--- src/rtl/pulse_sequencer.sv ---
// Output-side sequencer for the pg02 pulse generator: pulse and 256-bit PRBS modes,
// with shadowed configuration applied only at cycle/frame boundaries.
module pulse_sequencer #(
  parameter int unsigned PRBS_TICKS = 1,
  parameter logic [7:0]  SEED       = 8'h01
) (
  input  logic        clk,
  input  logic        reset,
  input  logic        tick,
  input  logic [1:0]  cfg_mode,
  input  logic [15:0] cfg_tph,
  input  logic [15:0] cfg_tpl,
  input  logic        cfg_load,
  output logic        cfg_pending,
  output logic [1:0]  active_mode,
  output logic        signal_out,
  output logic        signal_cycle
);

  typedef enum logic [1:0] {
    IDLE = 2'b00,
    HIGH = 2'b01,
    LOW  = 2'b10,
    PRBS = 2'b11
  } state_e;

  localparam logic [7:0] PT_LAST = 8'(PRBS_TICKS - 32'd1);

  // De Bruijn-extended LFSR: the all-zero state is spliced in, giving period 256.
  function automatic logic [7:0] lfsr_step(input logic [7:0] s);
    logic fb;
    fb = s[7] ^ s[5] ^ s[4] ^ s[3] ^ (s[6:0] == 7'h00);
    return {s[6:0], fb};
  endfunction

  function automatic logic [14:0] phase_len(input logic [15:0] w);
    return (w[14:0] == 15'd0) ? 15'd1 : w[14:0];
  endfunction

  function automatic logic [1:0] norm_mode(input logic [1:0] m);
    return (m == 2'b11) ? 2'b00 : m;
  endfunction

  state_e      state_q, state_d;
  logic [14:0] cnt_q, cnt_d;
  logic [7:0]  ptick_q, ptick_d;
  logic [7:0]  lfsr_q, lfsr_d;
  logic [7:0]  bidx_q, bidx_d;
  logic [1:0]  act_mode_q, act_mode_d;
  logic [15:0] act_tph_q, act_tph_d;
  logic [15:0] act_tpl_q, act_tpl_d;
  logic [1:0]  sh_mode_q, sh_mode_d;
  logic [15:0] sh_tph_q, sh_tph_d;
  logic [15:0] sh_tpl_q, sh_tpl_d;
  logic        pending_q, pending_d;
  logic        sig_out_q, sig_out_d;
  logic        sig_cyc_q, sig_cyc_d;

  logic        boundary_s;
  logic [14:0] tph_last_s;
  logic [14:0] tpl_last_s;
  logic [1:0]  sel_mode_s;
  logic [15:0] sel_tph_s;
  logic [15:0] sel_tpl_s;

  assign tph_last_s = phase_len(act_tph_q) - 15'd1;
  assign tpl_last_s = phase_len(act_tpl_q) - 15'd1;

  // Boundary detection: IDLE always, else the last tick of a cycle or PRBS frame.
  always_comb begin
    boundary_s = 1'b0;
    case (state_q)
      IDLE: boundary_s = 1'b1;
      HIGH: begin
        if (tick && (cnt_q == tph_last_s) && !act_tpl_q[15]) begin
          boundary_s = 1'b1;
        end else begin
          boundary_s = 1'b0;
        end
      end
      LOW: begin
        if (tick && (cnt_q == tpl_last_s)) begin
          boundary_s = 1'b1;
        end else begin
          boundary_s = 1'b0;
        end
      end
      PRBS: begin
        if (tick && (ptick_q == PT_LAST) && (bidx_q == 8'hFF)) begin
          boundary_s = 1'b1;
        end else begin
          boundary_s = 1'b0;
        end
      end
      default: boundary_s = 1'b1;
    endcase
  end

  // Shadow capture and apply; a load on an applying edge re-arms pending.
  always_comb begin
    act_mode_d = act_mode_q;
    act_tph_d  = act_tph_q;
    act_tpl_d  = act_tpl_q;
    sh_mode_d  = sh_mode_q;
    sh_tph_d   = sh_tph_q;
    sh_tpl_d   = sh_tpl_q;
    pending_d  = pending_q;
    if (boundary_s && pending_q) begin
      sel_mode_s = sh_mode_q;
      sel_tph_s  = sh_tph_q;
      sel_tpl_s  = sh_tpl_q;
      act_mode_d = sh_mode_q;
      act_tph_d  = sh_tph_q;
      act_tpl_d  = sh_tpl_q;
      pending_d  = 1'b0;
    end else begin
      sel_mode_s = act_mode_q;
      sel_tph_s  = act_tph_q;
      sel_tpl_s  = act_tpl_q;
    end
    if (cfg_load) begin
      sh_mode_d = norm_mode(cfg_mode);
      sh_tph_d  = cfg_tph;
      sh_tpl_d  = cfg_tpl;
      pending_d = 1'b1;
    end else begin
      sh_mode_d = sh_mode_q;
    end
  end

  // Phase sequencing, PRBS stepping and next registered output values.
  always_comb begin
    state_d   = state_q;
    cnt_d     = cnt_q;
    ptick_d   = ptick_q;
    lfsr_d    = lfsr_q;
    bidx_d    = bidx_q;
    sig_out_d = 1'b0;
    sig_cyc_d = 1'b0;
    case (state_q)
      IDLE: begin
        state_d = IDLE;
      end
      HIGH: begin
        if (tick) begin
          if (cnt_q == tph_last_s) begin
            cnt_d = 15'd0;
            if (act_tpl_q[15]) begin
              state_d = LOW;
            end else begin
              state_d = HIGH;
            end
          end else begin
            cnt_d = cnt_q + 15'd1;
          end
        end else begin
          cnt_d = cnt_q;
        end
      end
      LOW: begin
        if (tick) begin
          if (cnt_q == tpl_last_s) begin
            cnt_d = 15'd0;
          end else begin
            cnt_d = cnt_q + 15'd1;
          end
        end else begin
          cnt_d = cnt_q;
        end
      end
      PRBS: begin
        if (tick) begin
          if (ptick_q == PT_LAST) begin
            ptick_d = 8'd0;
            lfsr_d  = lfsr_step(lfsr_q);
            bidx_d  = bidx_q + 8'd1;
          end else begin
            ptick_d = ptick_q + 8'd1;
          end
        end else begin
          ptick_d = ptick_q;
        end
      end
      default: state_d = IDLE;
    endcase

    // A new cycle or frame always starts from the selected configuration.
    if (boundary_s) begin
      cnt_d   = 15'd0;
      ptick_d = 8'd0;
      case (sel_mode_s)
        2'b01: begin
          if (sel_tph_s[15]) begin
            state_d = HIGH;
          end else if (sel_tpl_s[15]) begin
            state_d = LOW;
          end else begin
            state_d = IDLE;
          end
        end
        2'b10: begin
          state_d = PRBS;
          lfsr_d  = SEED;
          bidx_d  = 8'd0;
        end
        default: state_d = IDLE;
      endcase
    end else begin
      state_d = state_d;
    end

    case (state_d)
      HIGH: begin
        sig_out_d = 1'b1;
        sig_cyc_d = 1'b1;
      end
      PRBS: begin
        sig_out_d = lfsr_d[7];
        sig_cyc_d = (bidx_d == 8'd0);
      end
      default: begin
        sig_out_d = 1'b0;
        sig_cyc_d = 1'b0;
      end
    endcase
  end

  // State, configuration and output registers with synchronous reset.
  always_ff @(posedge clk) begin
    if (reset) begin
      state_q    <= IDLE;
      cnt_q      <= 15'd0;
      ptick_q    <= 8'd0;
      lfsr_q     <= SEED;
      bidx_q     <= 8'd0;
      act_mode_q <= 2'b00;
      act_tph_q  <= 16'd0;
      act_tpl_q  <= 16'd0;
      sh_mode_q  <= 2'b00;
      sh_tph_q   <= 16'd0;
      sh_tpl_q   <= 16'd0;
      pending_q  <= 1'b0;
      sig_out_q  <= 1'b0;
      sig_cyc_q  <= 1'b0;
    end else begin
      state_q    <= state_d;
      cnt_q      <= cnt_d;
      ptick_q    <= ptick_d;
      lfsr_q     <= lfsr_d;
      bidx_q     <= bidx_d;
      act_mode_q <= act_mode_d;
      act_tph_q  <= act_tph_d;
      act_tpl_q  <= act_tpl_d;
      sh_mode_q  <= sh_mode_d;
      sh_tph_q   <= sh_tph_d;
      sh_tpl_q   <= sh_tpl_d;
      pending_q  <= pending_d;
      sig_out_q  <= sig_out_d;
      sig_cyc_q  <= sig_cyc_d;
    end
  end

  assign cfg_pending  = pending_q;
  assign active_mode  = act_mode_q;
  assign signal_out   = sig_out_q;
  assign signal_cycle = sig_cyc_q;

endmodule

--- config.mk ---
export PLATFORM = sky130hd
export DESIGN_NAME = pulse_sequencer
export DESIGN_NICKNAME = d
export VERILOG_FILES = /design/src/rtl/pulse_sequencer.sv
export SDC_FILE = /design/constraint.sdc
export NUM_CORES = 1
export LEC_CHECK = 0
export CORE_UTILIZATION = 51
export CTS_BUF_LIST = sky130_fd_sc_hd__clkbuf_8
export DETAILED_ROUTE_END_ITERATION = 7
export PLACE_DENSITY_LB_ADDON = 0.12
export SLEW_MARGIN = 20
export SYNTH_ARGS = -nofsm -noshare
export SYNTH_HDL_FRONTEND = slang
export SYNTH_SLANG_ARGS = --single-unit
--- constraint.sdc ---
create_clock -name clk -period 5.9 [get_ports clk]
set_input_delay 0.59 -clock clk [delete_from_list [all_inputs] [get_ports clk]]
set_output_delay 0.59 -clock clk [all_outputs]
set_load 0.01 [all_outputs]
# ---- Word level (Yosys, flattened, before mapping)
# Cells that the tools add are included.
dict set report op_classes {
  multipliers 0
  addsub 5
  reduce_logical 18
  n_lt_le_gt_ge 0
  eq_ne 13
  muxes 38
  shift 0
  n_bitwise 4
  n_div 0
}
# operator n
set op_table {}
lappend op_table {{2-to-1 mux 15 bit} 6}
lappend op_table {{2-to-1 mux 8 bit} 11}
lappend op_table {{2-to-1 mux 16 bit} 2}
lappend op_table {{== test 15 bit} 2}
lappend op_table {{zero test 15 bit} 2}
lappend op_table {{case mux 15 bit (2 select lines)} 1}
lappend op_table {{subtractor 15 x 1 -> 15 bit (second input constant)} 2}
lappend op_table {{adder 8 x 1 -> 8 bit (second input constant)} 2}
lappend op_table {{zero test 8 bit} 2}
lappend op_table {{2-to-1 mux 2 bit} 8}
lappend op_table {{adder 15 x 1 -> 15 bit (second input constant)} 1}
lappend op_table {{== test 2 bit (second input constant)} 5}
lappend op_table {{== test 8 bit (second input constant)} 1}
lappend op_table {{case mux 2 bit (2 select lines)} 2}
lappend op_table {{zero test 7 bit} 1}
lappend op_table {{== test 2 x 1 -> 1 bit (second input constant)} 3}
lappend op_table {{logical AND 1 bit} 6}
lappend op_table {{2-to-1 mux 1 bit} 5}
lappend op_table {{inequality test 2 bit (second input constant)} 2}
lappend op_table {{case mux 1 bit (2 select lines)} 2}
lappend op_table {{case mux 1 bit (4 select lines)} 1}
lappend op_table {{nonzero test 2 bit} 2}
lappend op_table {{bitwise XOR 1 bit} 4}
lappend op_table {{AND reduction 3 bit} 1}
lappend op_table {{other kinds (4)} 4}
dict set report word_totals {
  word_cells 94
  mem_count 0
  ff_bits 112
  rom_bits 0
  mem_bits_rw 0
  latch_bits 0
  output_inout_bits 5
  in_bits 38
}

# ---- Longest topological paths before layout
dict set report logic_depth {
  depth_word 16
  mapped_depth 22
  mapped_depth_nobuf 19
}

# ---- Least setup slack after synthesis
# Ideal clock, no wire load.
dict set report synth_path {
  path_kind {reg2reg}
  startpoint {register act_tpl_q[4]}
  endpoint {register sig_out_q (netlist: signal_out)}
  t_arrival_ps 4635
  synth_period_minus_slack_ps 4749
  required_time_ps 5785
  path_buffers 3
  stages_incl_launch_ff 21
  setup_time_ps 115
  slack_ps 1151
  path_cell_list {dfxtp_1 buf_2 or4_1 clkbuf_1 nor3_2 a21oi_1 ha_1 a22oi_1 o211ai_1 nor4_1 nand4_1 nor2_1 nor4b_4 o21ai_2 buf_6 mux2i_2 inv_1 ha_1 or4b_2 o221a_1 o21a_1}
}
dict set report synth_via {
  elab_chain_cells 15
  elab_cells_between_ends 22
  cone_classes {add/sub (1); eq/ne (5); mux (13); reduce/logical (3)}
}
# item line_no
set synth_rtl {}
lappend synth_rtl {{start: declaration} 51} ;# logic [15:0] act_tpl_q, act_tpl_d;
lappend synth_rtl {{start signal: assignment} 253} ;# act_tpl_q <= act_tpl_d;
lappend synth_rtl {{zero test 15 bit} 37} ;# return (w[14:0] == 15'd0) ? 15'd1 : w[14:0];
lappend synth_rtl {{2-to-1 mux 15 bit (*)} 37}
lappend synth_rtl {{subtractor 15 x 1 -> 15 bit (*)} 67} ;# assign tpl_last_s = phase_len(act_tpl_q) - 15'd1;
lappend synth_rtl {{== test 15 bit (*)} 82} ;# if (tick && (cnt_q == tpl_last_s)) begin
lappend synth_rtl {{logical AND 1 bit (*)} 82}
lappend synth_rtl {{2-to-1 mux 1 bit (*)} 82}
lappend synth_rtl {{case mux 1 bit (4 select lines) (*)} 72} ;# case (state_q)
lappend synth_rtl {{logical AND 1 bit} 108} ;# if (boundary_s && pending_q) begin
lappend synth_rtl {{2-to-1 mux 16 bit} -}
lappend synth_rtl {{2-to-1 mux 2 bit} 195} ;# end else if (sel_tpl_s[15]) begin
lappend synth_rtl {{2-to-1 mux 2 bit} 193} ;# if (sel_tph_s[15]) begin
lappend synth_rtl {{case mux 2 bit (2 select lines)} 191} ;# case (sel_mode_s)
lappend synth_rtl {{2-to-1 mux 2 bit} 188} ;# if (boundary_s) begin
lappend synth_rtl {{== test 2 bit or == test 2 x 1 -> 1 bit (tied branches)} 212} ;# case (state_d)
lappend synth_rtl {{case mux 1 bit (2 select lines) (*)} 212}
lappend synth_rtl {{end signal: assignment} 258} ;# sig_out_q <= sig_out_d;
lappend synth_rtl {{end: declaration} 56} ;# logic sig_out_q, sig_out_d;
# Mark *: on every way between the ends. The rest lies on a longest branch, timed or not.
# A chain may end at the register's enable or synchronous reset.

# ---- Final worst setup path
# Ends and elaborated chain as after synthesis.

==> load_flow_metrics.sql <==
INSERT INTO impl_metrics (metric_group, metric, value, unit) VALUES
('place', 'io_buffers', '42', ''),
('clock_network', 'htreeDepth', '3', ''),
('clock_network', 'cts.path.max_buffers', '2', ''),
('synth', 'synth_fp_nets', '702', ''),
('global_routing', 'first_global_vias', '4341', ''),
('power', 'p_leak', '2.620', 'nW'),
('place', 'dpl_cell_area', '0.006222', 'mm2'),
('global_routing', 'grt_antenna_before_repair', '0', ''),
('synth', 'syn_avg_cell_area', '8.816', 'um2'),
('synth', 'yosys_warnings', '0', ''),
('floorplan', 'floorplan.die.height', '108.5', 'um'),
('synth', 'yosysSeqAreaShare', '0.3877', ''),
('timing', 'final.setup.worst_slack', '859.2', 'ps'),
('worst_setup_path', 'ff2ff_setup_slack', '860', 'ps'),
('place', 'hpwlAfterDp', '8.875', 'mm'),
('synth', 'post_synthesis_cell_area', '0.005783', 'mm2'),
('routing', 'routed-via-count', '4608', ''),
('place', 'cell_total_after_placement', '804', ''),
('outcome', 'result_of_the_run', 'completed', ''),
('worst_setup_path', 'cp-startpoint', 'act_tpl_q[4]', ''),
('cells_and_area', 'antenna_cells_inserted', '0', ''),
('synth', 'yosys.area.top_type_share', '0.3877', ''),
('timing', 'worst_hold_slack', '472.8', 'ps'),
('timing', 'fin_setup_tns', '0', 'ps'),
('synth', 'edff_count_synth', '0', ''),
('global_routing', 'maximum_number_of_pins_on_one_net_before_global_route_repair', '76', ''),
('synth', 'ys_async_rst_share', '0', ''),
('synth', 'post_synth_num_cell_types', '68', ''),
('timing', 'timing_hold_violations_final', '0', ''),
('worst_setup_path', 'timing.critical_path.cells', 'or4_1 > nor3_2 > a21oi_1 > ha_1 > nor3b_1 > nor4b_1 > mux2_2 > nand4_1 > nor2_1 > nor4b_4 > o21ai_4 > mux2i_2 > inv_1 > ha_1 > or4b_2 > o221a_1 > o21a_1', ''),
('routing', 'vias_per_cell', '5.620', ''),
('worst_setup_path', 'cp-endpoint', 'signal_out', ''),
('synth', 'dominant_cells_by_area_after_synthesis', 'sky130_fd_sc_hd__dfxtp_1, sky130_fd_sc_hd__mux2i_1, sky130_fd_sc_hd__nor2_1, sky130_fd_sc_hd__xnor2_1, sky130_fd_sc_hd__xor2_1', ''),
('worst_setup_path', 'worst_path_most_repeated_cell', 'sky130_fd_sc_hd__ha_1', ''),
('cells_and_area', 'finalInstanceArea', '0.006421', 'mm2'),
('cells_and_area', 'design.final.nets', '721', ''),
('synth', 'ys.flop_type', 'sky130_fd_sc_hd__dfxtp_1', ''),
('cells_and_area', 'post_layout_nonfiller_instances', '820', ''),
('clock_network', 'cts_setup_buffers', '0', ''),
('timing', 'post-route-min-period', '5041', 'ps'),
('min_path', 'timing.hold.worst.class', 'reg -> reg', ''),
('synth', 'synth.largest_area_cell', 'sky130_fd_sc_hd__dfxtp_1', ''),
('worst_setup_path', 'critPathArrivalTime', '5320', 'ps'),
('routing', 'remaining_drc_errors', '0', ''),
('clock_network', 'cts_tree', 'yes', ''),
('flow_run', 'max_cap_violations', '0', ''),
('floorplan', 'boundaryPins', '43', ''),
('min_path', 'timing.hold.worst_path_depth', '2', ''),
('timing', 'tightest_slew', '973.8', 'ps'),
('clock_network', 'worst_setup_hold_path_clk_slew', '100', 'ps'),
('global_routing', 'track_usage', '0.2224', ''),
('floorplan', 'core_area', '0.01094', 'mm2'),
('clock_network', 'cts_stage_hold_buffer_count', '0', ''),
('worst_setup_path', 'reg2reg_path_depth', '17', ''),
('cells_and_area', 'area_growth_syn_to_layout', '11.03', '%'),
('timing', 'max_clock_freq', '0.1984', 'GHz'),
('timing', 'skew', '9.413', 'ps'),
('global_routing', 'gr-total-overflow', '0', ''),
('worst_setup_path', 'timing.critical_path.to_type', 'flop', ''),
('clock_network', 'clock_tree.root_cell', 'sky130_fd_sc_hd__clkbuf_8', ''),
('power', 'power_per_cell_area', '227.8', 'mW/mm2'),
('place', 'place_congestion', '0.8913', ''),
('worst_setup_path', 'cp_slowest_stage_delay', '680', 'ps'),
('routing', 'drtPass1Iterations', '4', ''),
('synth', 'synthCells', '656', ''),
('floorplan', 'floorplan.die.width', '108.5', 'um'),
('timing', 'final_min_period_over_clock_period', '0.8544', ''),
('floorplan', 'initial_core_util', '0.5288', ''),
('synth', 'synth.ff_latch_count', '112', ''),
('worst_setup_path', 'worst_path_max_fanout', '9', ''),
('clock_network', 'clock_sink_count', '112', '');
[cells in the final DEF, fill, tap and decap left out, types with 4 or more instances in the layout]
cell type                           n
sky130_fd_sc_hd__nor2_1           114
sky130_fd_sc_hd__dfxtp_1          112
sky130_fd_sc_hd__mux2i_1           70
sky130_fd_sc_hd__nand2_1           48
sky130_fd_sc_hd__clkdlybuf4s50_1   40
sky130_fd_sc_hd__xnor2_1           30
sky130_fd_sc_hd__xor2_1            28
sky130_fd_sc_hd__a21oi_1           23
sky130_fd_sc_hd__nand3_1           22
sky130_fd_sc_hd__nor3_1            16
sky130_fd_sc_hd__inv_1             15
sky130_fd_sc_hd__nor4_1            11
sky130_fd_sc_hd__nand4_1           11
sky130_fd_sc_hd__clkbuf_8          11
sky130_fd_sc_hd__nor2b_1            8
sky130_fd_sc_hd__ha_1               8
sky130_fd_sc_hd__and3_1             7
sky130_fd_sc_hd__o211ai_1           6
sky130_fd_sc_hd__or4_1              5
sky130_fd_sc_hd__nand2b_1           5
sky130_fd_sc_hd__nor4b_1            4
sky130_fd_sc_hd__a211oi_1           4
sky130_fd_sc_hd__a211o_1            4
sky130_fd_sc_hd__nand3b_1           4
[cell usage after synthesis, types with 13 or more instances]
cell type,count
sky130_fd_sc_hd__nor2_1,114
sky130_fd_sc_hd__dfxtp_1,112
sky130_fd_sc_hd__mux2i_1,70
sky130_fd_sc_hd__nand2_1,48
sky130_fd_sc_hd__xnor2_1,30
sky130_fd_sc_hd__xor2_1,28
sky130_fd_sc_hd__clkbuf_1,26
sky130_fd_sc_hd__a21oi_1,23
sky130_fd_sc_hd__nand3_1,22
sky130_fd_sc_hd__nor3_1,16
sky130_fd_sc_hd__inv_1,13
[worst max-delay path: cells and delay by family (launching register included)]
kind,cells,cell delay (ps)
buf+inv,1,70
simple gates,8,2770
flops,1,480
compound gates,4,610
fa+ha+maj,2,540
mux,2,480
[state kept, by name, summed over array words and instances (netlist names), 2 cells and up]
register / cells
act_tph_q: 16
act_tpl_q: 16
sh_tph_q: 16
sh_tpl_q: 16
cnt_q: 15
bidx_q: 8
lfsr_q: 8
ptick_q: 8
active_mode: 2
sh_mode_q: 2
state_q: 2
[cell type report]
cell class | instances | area [um2] | area share
Multi-Input combinational cell | 494 | 3323 | 0.5175
Sequential cell | 112 | 2242 | 0.3492
Timing Repair Buffer | 45 | 432.9 | 0.06742
Tap cell | 140 | 175.2 | 0.02728
Clock buffer | 11 | 151.4 | 0.02358
Inverter | 13 | 48.80 | 0.007599
Clock inverter | 5 | 47.55 | 0.007405
[power by group]
| part | total, mW | internal [mW] | leakage (nW) | switching, mW |
|---|---|---|---|---|
| Clock | 0.461 | 0.215 | 0.112 | 0.246 |
| Combinational | 0.208 | 0.102 | 1.60 | 0.106 |
| Sequential | 0.793 | 0.775 | 0.910 | 0.0177 |
[worst min-delay path by stage]
stage                 to      start
6_report       lfsr_q[3]  lfsr_q[2]
5_1_grt        lfsr_q[3]  lfsr_q[2]
3_3_place_gp   lfsr_q[1]  lfsr_q[0]
4_1_cts        lfsr_q[3]  lfsr_q[2]
3_5_place_dp   lfsr_q[3]  lfsr_q[2]
2_1_floorplan  lfsr_q[3]  lfsr_q[2]
[kinds of logic (layout without fill, tap and decap cells)]
family	after synthesis	count (layout)	synth area share
flops	112	112	0.3877
xor+xnor	58	58	0.08784
buf+inv	50	74	0.03894
fa+ha+maj	8	8	0.01731
mux	75	75	0.1318
compound gates	77	77	0.1008
simple gates	276	276	0.2356
[metal layers]
| metal | GRT usage | up-vias | wire (um) |
|---|---|---|---|
| met5 | 0 | - | 0 |
| met4 | 0.06853 | 0 | 160 |
| met3 | 0.05666 | 16 | 391 |
| met2 | 0.3680 | 66 | 5652 |
| met1 | 0.2827 | 2189 | 5939 |
| li1 | - | 2337 | - |
(Power assumes the default switching activity.)
